**src/rtl/panel_pkg.sv**
```systemverilog
// ============================================================================
// panel_pkg : shared encodings and defaults for the LED panel playback path
// Rev 1.0
// ============================================================================
`default_nettype none

package panel_pkg;

  localparam logic [1:0] MODE_LOOP     = 2'd0;
  localparam logic [1:0] MODE_PINGPONG = 2'd1;
  localparam logic [1:0] MODE_ONESHOT  = 2'd2;

  localparam logic [23:0] DEFAULT_BASE_ADDR   = 24'h80_0000;
  localparam int          DEFAULT_FRAME_SHIFT = 13;

  typedef enum logic [1:0] {
    S_PRIME = 2'd0,
    S_RUN   = 2'd1,
    S_DONE  = 2'd2
  } seq_state_t;

endpackage

`default_nettype wire

```
**src/rtl/frame_period_timer.sv**
```systemverilog
// ============================================================================
// frame_period_timer : loadable down-counter that ticks on zero while enabled
// Rev 1.0
// ============================================================================
`default_nettype none

module frame_period_timer #(
  parameter int PERIOD_W = 23
) (
  input  logic                i_clk,
  input  logic                i_reset,
  input  logic                i_load,
  input  logic                i_run,
  input  logic                i_enable,
  input  logic [PERIOD_W-1:0] i_period,
  output logic                o_tick
);

  logic [PERIOD_W-1:0] r_count;

  assign o_tick = i_run & i_enable & (r_count == '0);

  // A tick reloads the period on its own, so the caller only loads on prime/restart.
  always_ff @(posedge i_clk) begin
    if (i_reset) begin
      r_count <= '0;
    end else if (i_load) begin
      r_count <= i_period;
    end else if (i_run && i_enable) begin
      if (r_count == '0) r_count <= i_period;
      else               r_count <= r_count - PERIOD_W'(1);
    end
  end

endmodule

`default_nettype wire

```
**src/rtl/frame_sequencer.sv**
```systemverilog
// ============================================================================
// frame_sequencer : paced frame playback, one flash load request per period
// Rev 1.0
// ============================================================================
`default_nettype none

module frame_sequencer
  import panel_pkg::*;
#(
  parameter int                FRAME_W     = 8,
  parameter int                PERIOD_W    = 23,
  parameter int                ADDR_W      = 24,
  parameter logic [ADDR_W-1:0] BASE_ADDR   = ADDR_W'(DEFAULT_BASE_ADDR),
  parameter int                FRAME_SHIFT = DEFAULT_FRAME_SHIFT
) (
  input  logic                i_clk,
  input  logic                i_reset,
  input  logic                i_enable,
  input  logic [1:0]          i_mode,
  input  logic [FRAME_W-1:0]  i_frame_count,
  input  logic [PERIOD_W-1:0] i_period,
  input  logic                i_restart,
  input  logic                i_load_busy,
  output logic                o_load_stb,
  output logic [ADDR_W-1:0]   o_load_addr,
  output logic [FRAME_W-1:0]  o_frame_index,
  output logic                o_done,
  output logic                o_dropped
);

  seq_state_t         r_state, w_state_nxt;
  logic [FRAME_W-1:0] r_idx, w_idx_nxt;
  logic               r_fwd, w_fwd_nxt;
  logic               r_stb, w_stb_nxt;
  logic               r_done, w_done_nxt;
  logic               r_dropped, w_dropped_nxt;
  logic [ADDR_W-1:0]  r_addr;

  logic               w_tick, w_load, w_run;
  logic [FRAME_W-1:0] w_n, w_last;
  logic [FRAME_W-1:0] w_adv_idx;
  logic               w_adv_fwd, w_adv_end;

  assign w_run  = (r_state == S_RUN);
  assign w_n    = (i_frame_count == '0) ? FRAME_W'(1) : i_frame_count;
  assign w_last = w_n - FRAME_W'(1);

  frame_period_timer #(
    .PERIOD_W (PERIOD_W)
  ) u_timer (
    .i_clk    (i_clk),
    .i_reset  (i_reset),
    .i_load   (w_load),
    .i_run    (w_run),
    .i_enable (i_enable),
    .i_period (i_period),
    .o_tick   (w_tick)
  );

  // Next frame per playback mode; an index beyond the live count snaps back to 0.
  always_comb begin
    w_adv_idx = r_idx + FRAME_W'(1);
    w_adv_fwd = 1'b1;
    w_adv_end = 1'b0;
    case (i_mode)
      MODE_PINGPONG: begin
        if (r_idx > w_last || w_last == '0) begin
          w_adv_idx = '0;
        end else if (r_fwd) begin
          if (r_idx == w_last) begin
            w_adv_idx = w_last - FRAME_W'(1);
            w_adv_fwd = 1'b0;
          end
        end else if (r_idx == '0) begin
          w_adv_idx = FRAME_W'(1);
        end else begin
          w_adv_idx = r_idx - FRAME_W'(1);
          w_adv_fwd = 1'b0;
        end
      end
      MODE_ONESHOT: begin
        if (r_idx >= w_last) begin
          w_adv_idx = r_idx;
          w_adv_end = 1'b1;
        end
      end
      default: begin
        if (r_idx >= w_last) w_adv_idx = '0;
      end
    endcase
  end

  always_comb begin
    w_state_nxt   = r_state;
    w_idx_nxt     = r_idx;
    w_fwd_nxt     = r_fwd;
    w_stb_nxt     = 1'b0;
    w_done_nxt    = r_done;
    w_dropped_nxt = 1'b0;
    w_load        = 1'b0;
    if (i_restart) begin
      w_state_nxt = S_RUN;
      w_idx_nxt   = '0;
      w_fwd_nxt   = 1'b1;
      w_done_nxt  = 1'b0;
      w_stb_nxt   = 1'b1;
      w_load      = 1'b1;
    end else begin
      case (r_state)
        S_PRIME: begin
          w_state_nxt = S_RUN;
          w_stb_nxt   = 1'b1;
          w_load      = 1'b1;
        end
        S_RUN: begin
          if (w_tick) begin
            if (i_load_busy) begin
              w_dropped_nxt = 1'b1;
            end else if (w_adv_end) begin
              w_state_nxt = S_DONE;
              w_done_nxt  = 1'b1;
            end else begin
              w_idx_nxt = w_adv_idx;
              w_fwd_nxt = w_adv_fwd;
              w_stb_nxt = 1'b1;
            end
          end
        end
        default: ;
      endcase
    end
  end

  always_ff @(posedge i_clk) begin
    if (i_reset) begin
      r_state   <= S_PRIME;
      r_idx     <= '0;
      r_fwd     <= 1'b1;
      r_stb     <= 1'b0;
      r_done    <= 1'b0;
      r_dropped <= 1'b0;
      r_addr    <= BASE_ADDR;
    end else begin
      r_state   <= w_state_nxt;
      r_idx     <= w_idx_nxt;
      r_fwd     <= w_fwd_nxt;
      r_stb     <= w_stb_nxt;
      r_done    <= w_done_nxt;
      r_dropped <= w_dropped_nxt;
      r_addr    <= BASE_ADDR + (ADDR_W'(w_idx_nxt) << FRAME_SHIFT);
    end
  end

  assign o_load_stb    = r_stb;
  assign o_load_addr   = r_addr;
  assign o_frame_index = r_idx;
  assign o_done        = r_done;
  assign o_dropped     = r_dropped;

endmodule

`default_nettype wire

```
**config.mk**
```make
export PLATFORM = sky130hd
export DESIGN_NAME = frame_sequencer
export DESIGN_NICKNAME = d
export VERILOG_FILES = /design/src/rtl/panel_pkg.sv /design/src/rtl/frame_period_timer.sv /design/src/rtl/frame_sequencer.sv
export SDC_FILE = /design/constraint.sdc
export NUM_CORES = 1
export LEC_CHECK = 0
export ABC_CLOCK_PERIOD_IN_PS = 4800
export CORE_ASPECT_RATIO = 0.8
export CORE_MARGIN = 3
export CORE_UTILIZATION = 44
export DETAILED_ROUTE_END_ITERATION = 12
export HOLD_SLACK_MARGIN = 0.15
export MAX_ROUTING_LAYER = met4
export PLACE_DENSITY_LB_ADDON = 0.05
export SLEW_MARGIN = 20
export SYNTH_ARGS = -nofsm -noshare
export SYNTH_HDL_FRONTEND = slang
export SYNTH_HIERARCHICAL = 1
export SYNTH_SLANG_ARGS = --single-unit
export TNS_END_PERCENT = 30
```
**constraint.sdc**
```tcl
create_clock -name i_clk -period 4.8 [get_ports i_clk]
set_clock_uncertainty 0.05 [all_clocks]
set_input_delay 0.96 -clock i_clk [delete_from_list [all_inputs] [get_ports i_clk]]
set_output_delay 0.96 -clock i_clk [all_outputs]
set_load 0.01 [all_outputs]
```
# --- After elaboration in Yosys (flattened, before gate mapping) ---
# Index checks and enable logic that the tools add are counted.
totals:
  word_cells: 85
  reg_bits: 61
  input_bits: 38
  output_inout_bits: 35
classes:
  n_eq_ne: 10
  n_reduce_logical: 16
  n_bitwise: 6
  n_lt_le_gt_ge: 2
  addsub: 6
  muxes: 36
op_table:
  columns: ["operator", "n"]
  rows:
  - ["$mux W8", 12]
  - ["$mux W23", 3]
  - ["$add A24 B21 Y24 const A", 1]
  - ["$logic_not A8 Y1", 3]
  - ["$sub A8 B1 Y8 const B", 3]
  - ["$logic_not A23 Y1", 1]
  - ["$sub A23 B1 Y23 const B", 1]
  - ["$pmux W8 S2", 1]
  - ["$reduce_and A4 Y1", 4]
  - ["$mux W1", 15]
  - ["$ne A3 B3 Y1 const B", 3]
  - ["$add A8 B1 Y8 const B", 1]
  - ["$eq A8 B8 Y1", 1]
  - ["$ge A8 B8 Y1", 1]
  - ["$gt A8 B8 Y1", 1]
  - ["$mux W2", 3]
  - ["$ne A2 B2 Y1 const B", 3]
  - ["$eq A2 B1 Y1 const B", 2]
  - ["$not A1 Y1", 4]
  - ["$pmux W2 S2", 1]
  - ["$reduce_bool A2 Y1", 2]
  - ["$reduce_or A4 Y1", 1]
  - ["$reduce_bool A3 Y1", 1]
  - ["$and A1 B1 Y1", 2]
  - ["6 further kinds", 6]

# --- Logic depth before layout (Yosys ltp) ---
logic_depth:
  depth_word: 14
  mapped_depth: 16
  mapped_depth_nobuf: 14

# --- Hierarchy ---
# The synthesis kept the hierarchy.
by_module_without_submodules:
  columns: ["module", "n_inst", "area_per_inst_um2", "seq_area_each_um2", "cells_per_inst"]
  rows:
  - ["frame_sequencer", 1, 2135.8, 280.3, 276]
  - ["frame_period_timer", 1, 1614.0, 460.4, 198]

# --- Worst setup path before layout ---
# OpenSTA, ideal clock, no wires.
synth_timing:
  path_kind: "input -> register"
  startpoint: "input port i_frame_count[3]"
  endpoint: "register r_addr[17] (netlist: o_load_addr[17])"
  t_required_ps: 4671
  setup_slack_ps: 251
  stages: 16
  n_path_buf: 3
  arrival_time_ps: 4420
  setup_time_ps: 79
  cell_sequence: "clkbuf_1 > nor4_1 > a41oi_1 > ha_1 > nor3b_1 > nand2_1 > xor2_1 > ha_1 > and4_1 > and4_1 > clkbuf_1 > and2_4 > buf_12 > mux2_4 > a211o_1 > a211oi_2"
synth_via:
  elab_chain_cells: 14
  elab_cells_between_ends: 23
  cone_classes: "3 x add/sub; 2 x order compare; 1 x eq/ne; 14 x mux; 3 x reduce/logical"
synth_rtl:
  columns: ["element", "line", "text"]
  rows:
  - ["start, declared", "frame_sequencer.sv:20", "input logic [FRAME_W-1:0] i_frame_count,"]
  - ["$logic_not A8 Y1", "frame_sequencer.sv:45", "assign w_n = (i_frame_count == '0) ? FRAME_W'(1) : i_frame_count;"]
  - ["$mux W8 *", "frame_sequencer.sv:45", null]
  - ["$sub A8 B1 Y8 *", "frame_sequencer.sv:46", "assign w_last = w_n - FRAME_W'(1);"]
  - ["$sub A8 B1 Y8 or $eq A8 B8 Y1 (tied branches)", "frame_sequencer.sv:71, frame_sequencer.sv:70", null]
  - ["$mux W8", "frame_sequencer.sv:70", "if (r_idx == w_last) begin"]
  - ["$mux W8", "frame_sequencer.sv:69", "end else if (r_fwd) begin"]
  - ["$mux W8", "frame_sequencer.sv:67", "if (r_idx > w_last || w_last == '0) begin"]
  - ["$pmux W8 S2", "frame_sequencer.sv:65", "case (i_mode)"]
  - ["$mux W8 *", "frame_sequencer.sv:119", "end else if (w_adv_end) begin"]
  - ["$mux W8 *", "frame_sequencer.sv:117", "if (i_load_busy) begin"]
  - ["$mux W8 *", "frame_sequencer.sv:116", "if (w_tick) begin"]
  - ["$mux W8 *", "frame_sequencer.sv:109", "case (r_state)"]
  - ["$mux W8 *", "frame_sequencer.sv:101", "if (i_restart) begin"]
  - ["$add A24 B21 Y24 *", "frame_sequencer.sv:150", "r_addr <= BASE_ADDR + (ADDR_W'(w_idx_nxt) << FRAME_SHIFT);"]
  - ["end signal, assigned", "frame_sequencer.sv:150", null]
  - ["end, declared", "frame_sequencer.sv:37", "logic [ADDR_W-1:0] r_addr;"]
# Mark *: on every way between the ends. The rest lies on a longest branch, timed or not.
# A chain may end at the register's enable or synchronous reset.

# --- Worst setup path after layout ---
layout_timing:
  startpoint: "input port i_frame_count[5]"
  endpoint: "register r_addr[14] (netlist: o_load_addr[14])"
# Same word-level chain as after synthesis.

==> qor.yml <==
avgViaCountPerCell: 5.989
setup_tns_ns: 0
worstRegToRegCells: 9
routedWlPerCell_um: 17.35
pwr-share-comb_pct: 26.4
register_area_sq_um: 740.7
grt_max_degree: 17
crit_path_frequent_cell: "ha_1"
r2r_setup_slack_ns: 1.63
grt_pass1_wl_um: 17750
cap_violations: 0
min_period_over_period_pct: 91.73
coreArea_sq_um: 8092
dieArea_sq_um: 9673
cp_slowest_cell: "clkdlybuf4s50_1"
ys_seq_elements: 37
critPathCaptureType: "register"
synth_top_area_share_pct: 19.75
syn_to_final_growth_pct: 19.15
worstHoldEndpoint: "o_done"
start_util_pct: 46.34
route.detailed.drc: 0
path_clk_slew_ns: 0.08
cts_tree: "done"
worstSetupPathType: "input pin to register"
chipHeight_um: 88.57
holdWs_ns: 0.4301
p_per_area_nw_per_um2: 206.1
worstPathRequired_ns: 4.98
clock-root-buffer: "clkbuf_8"
nets: 576
grt_pass1_vias: 3383
antenna_found_initial: 0
relSlewSlack_pct: 35.41
outcome: "finished, final reports clean"
critical_path.max_stage_delay_ns: 0.50
fillerInstances: 744
cts_setup_buffers: 0
seqPwrFrac_pct: 37.3
p_int_uw: 640.2
pin_count: 73
syn_inst: 474
postRouteAntennaNets: 0
diodes: 0
ys_types: 83
worstReg2RegStart: "u_timer/r_count[8]"
r2r_end: "o_load_addr[19]"
drive_gt1_share_pct: 11.69
arrival_ns: 4.58
setup_viol: 0
cts_buffers: 5
peakVddDrop_mv: 0.1737
async_reset_ff_share_pct: 0
finalCriticalPeriod_ns: 4.403
power_uw: 920.9
worstPathMaxFanout: 5
gp_congestion: 0.8873
hold_depth: 1
final_max_slew_viol_count: 0
cts_buffer_depth: 2
io_buffers: 56
p_switching_uw: 280.6
cts_sinks: 37
swShare_pct: 30.48
ys_top_cells_by_area: "dfxtp_1 (20%), ha_1 (5.7%), buf_4 (5.0%)"
finalHoldViolations: 0
fp.dieW_um: 109.2
ctsHtreeMaxLevel: 2
leakagePower_uw: 0.001697
seq_area_frac_synth_pct: 19.75
hpwl_um: 8370
synth_top_cell_by_area: "dfxtp_1"
yosys-top-cells-count: "nand2_1 (39), dfxtp_1 (37), nor2_1 (27)"
hold_start: "o_done"
yosysWarnings: 6
power_frac_clock_pct: 36.4
worst_slew_pin_slew_ns: 0.9644
synth_ff_type: "dfxtp_1"
clk_latency_ns: 0.30
drt-initial-drc-count: 238
cp_cell_sequence: "clkdlybuf4s50_1 -> nor4_1 -> a41oi_1 -> ha_1 -> nor3b_1 -> nand2_1 -> xor2_1 -> ha_1 -> and3_1 -> a221o_1 -> o21ai_0 -> o211a_1 -> nand3_1 -> a2111o_1 -> a31oi_2"
cts_resized: 0
rsz0062_at_grt: "no"
synth_area_sq_um: 3750
grt_usage_pct: 23.87
drt-pass1-iter-count: 4
synth_edf_count: 0
min-delay-path-class: "register to register"
multi_input_area_sq_um: 2635
crit_path_start_kind: "input pin"
vias: 3773
routed_wirelength_um: 10930
yosys.cell_count.top_type: "nand2_1"
cts_hold_buf: 0
fmax_mhz: 227.1
avgSynthCellArea_sq_um: 7.911
grt_overflow: 0
row_count: 29
==> power by group through the flow <==
| stage | logic, uW | clock network (uW) | registers (uW) |
|---|---|---|---|
| final | 243 | 335 | 343 |
| after global routing | 265 | 352 | 346 |
| after CTS | 240 | 340 | 342 |
| after detailed placement | 238 | 0 | 350 |
| after global placement | 237 | 0 | 349 |
| after floorplan | 160 | 0 | 345 |
==> worst max path at each step <==
stage / startpoint / to / slack [ns] / depth (start not counted)
final: i_frame_count[5] / o_load_addr[14] / 0.40 / 15
after global routing: i_frame_count[5] / o_load_addr[19] / 0.14 / 15
after CTS: i_frame_count[5] / o_load_addr[19] / 0.39 / 15
after detailed placement: i_frame_count[5] / o_load_addr[19] / 0.08 / 15
after global placement: i_frame_count[5] / o_load_addr[19] / 0.14 / 15
after floorplan: i_frame_count[3] / o_load_addr[17] / 0.25 / 16
==> routing by layer <==
| metal | wire, um | global-route usage [%] | up-vias |
|---|---|---|---|
| met5 | 0 | - | - |
| met4 | 29 | 3.171 | 0 |
| met3 | 957 | 4.012 | 2 |
| met2 | 4361 | 32.78 | 169 |
| met1 | 5580 | 36.93 | 1764 |
| li1 | - | - | 1838 |
==> final cells by class <==
| class | instances | area share (%) |
|---|---|---|
| Tap cell | 108 | 3.024 |
| Inverter | 25 | 2.100 |
| Clock inverter | 3 | 1.540 |
| Clock buffer | 5 | 1.540 |
| Timing Repair Buffer | 78 | 16.24 |
| Multi-Input combinational cell | 374 | 58.98 |
| Sequential cell | 37 | 16.58 |
==> cells in the final DEF (no fill, tap or decap), types with 8 or more instances in the layout <==
master / instances
buf_4: 22
nand2_1: 39
nor2_1: 27
clkdlybuf4s50_1: 56
nand3_1: 21
ha_1: 17
o21ai_0: 24
a21oi_1: 17
or3_1: 8
dfxtp_1: 37
inv_1: 25
xnor2_1: 13
nor4_1: 8
xor2_1: 11
nor3_1: 11
a31oi_1: 10
conb_1: 16
==> critical path: cells and delay by family <==
kind,cells,cell delay [ns]
adders and majority gates,2,0.52
buffers and inverters,1,0.50
xor gates and xnor gates,1,0.16
AOI/OAI and AO/OA,6,1.54
and+or+nand+nor,5,0.89
==> per-stage QoR <==
stage / cell area (sq um) / utilization, % / cells / setup slack, ns
after detailed placement: 4330 / 53.52 / 622 / 0.08152
after CTS: 4468 / 55.22 / 630 / 0.3860
after floorplan: 3802 / - / 488 / 0.2509
after global routing: 4468 / 55.22 / 630 / 0.1369
after global placement: 4330 / 53.52 / 622 / 0.1357
final: 4468 / 55.22 / 630 / 0.3971
==> state kept, by name, indices dropped and copies added, names as in the netlist <==
signal,count
o_done,1
o_load_addr,8
r_fwd,1
o_dropped,1
u_timer/r_count,23
o_load_stb,1
r_state,2
==> logic make-up after synthesis <==
family / after synthesis / synth area share [%]
muxes: 8 / 2.269
and+or+nand+nor: 170 / 27.09
xor gates and xnor gates: 24 / 5.606
buffers and inverters: 77 / 11.38
AOI/OAI and AO/OA: 138 / 27.73
adders and majority gates: 18 / 5.973
DFF: 37 / 19.75
other: 2 / 0.2003
Power figures use the tool's default switching activity.
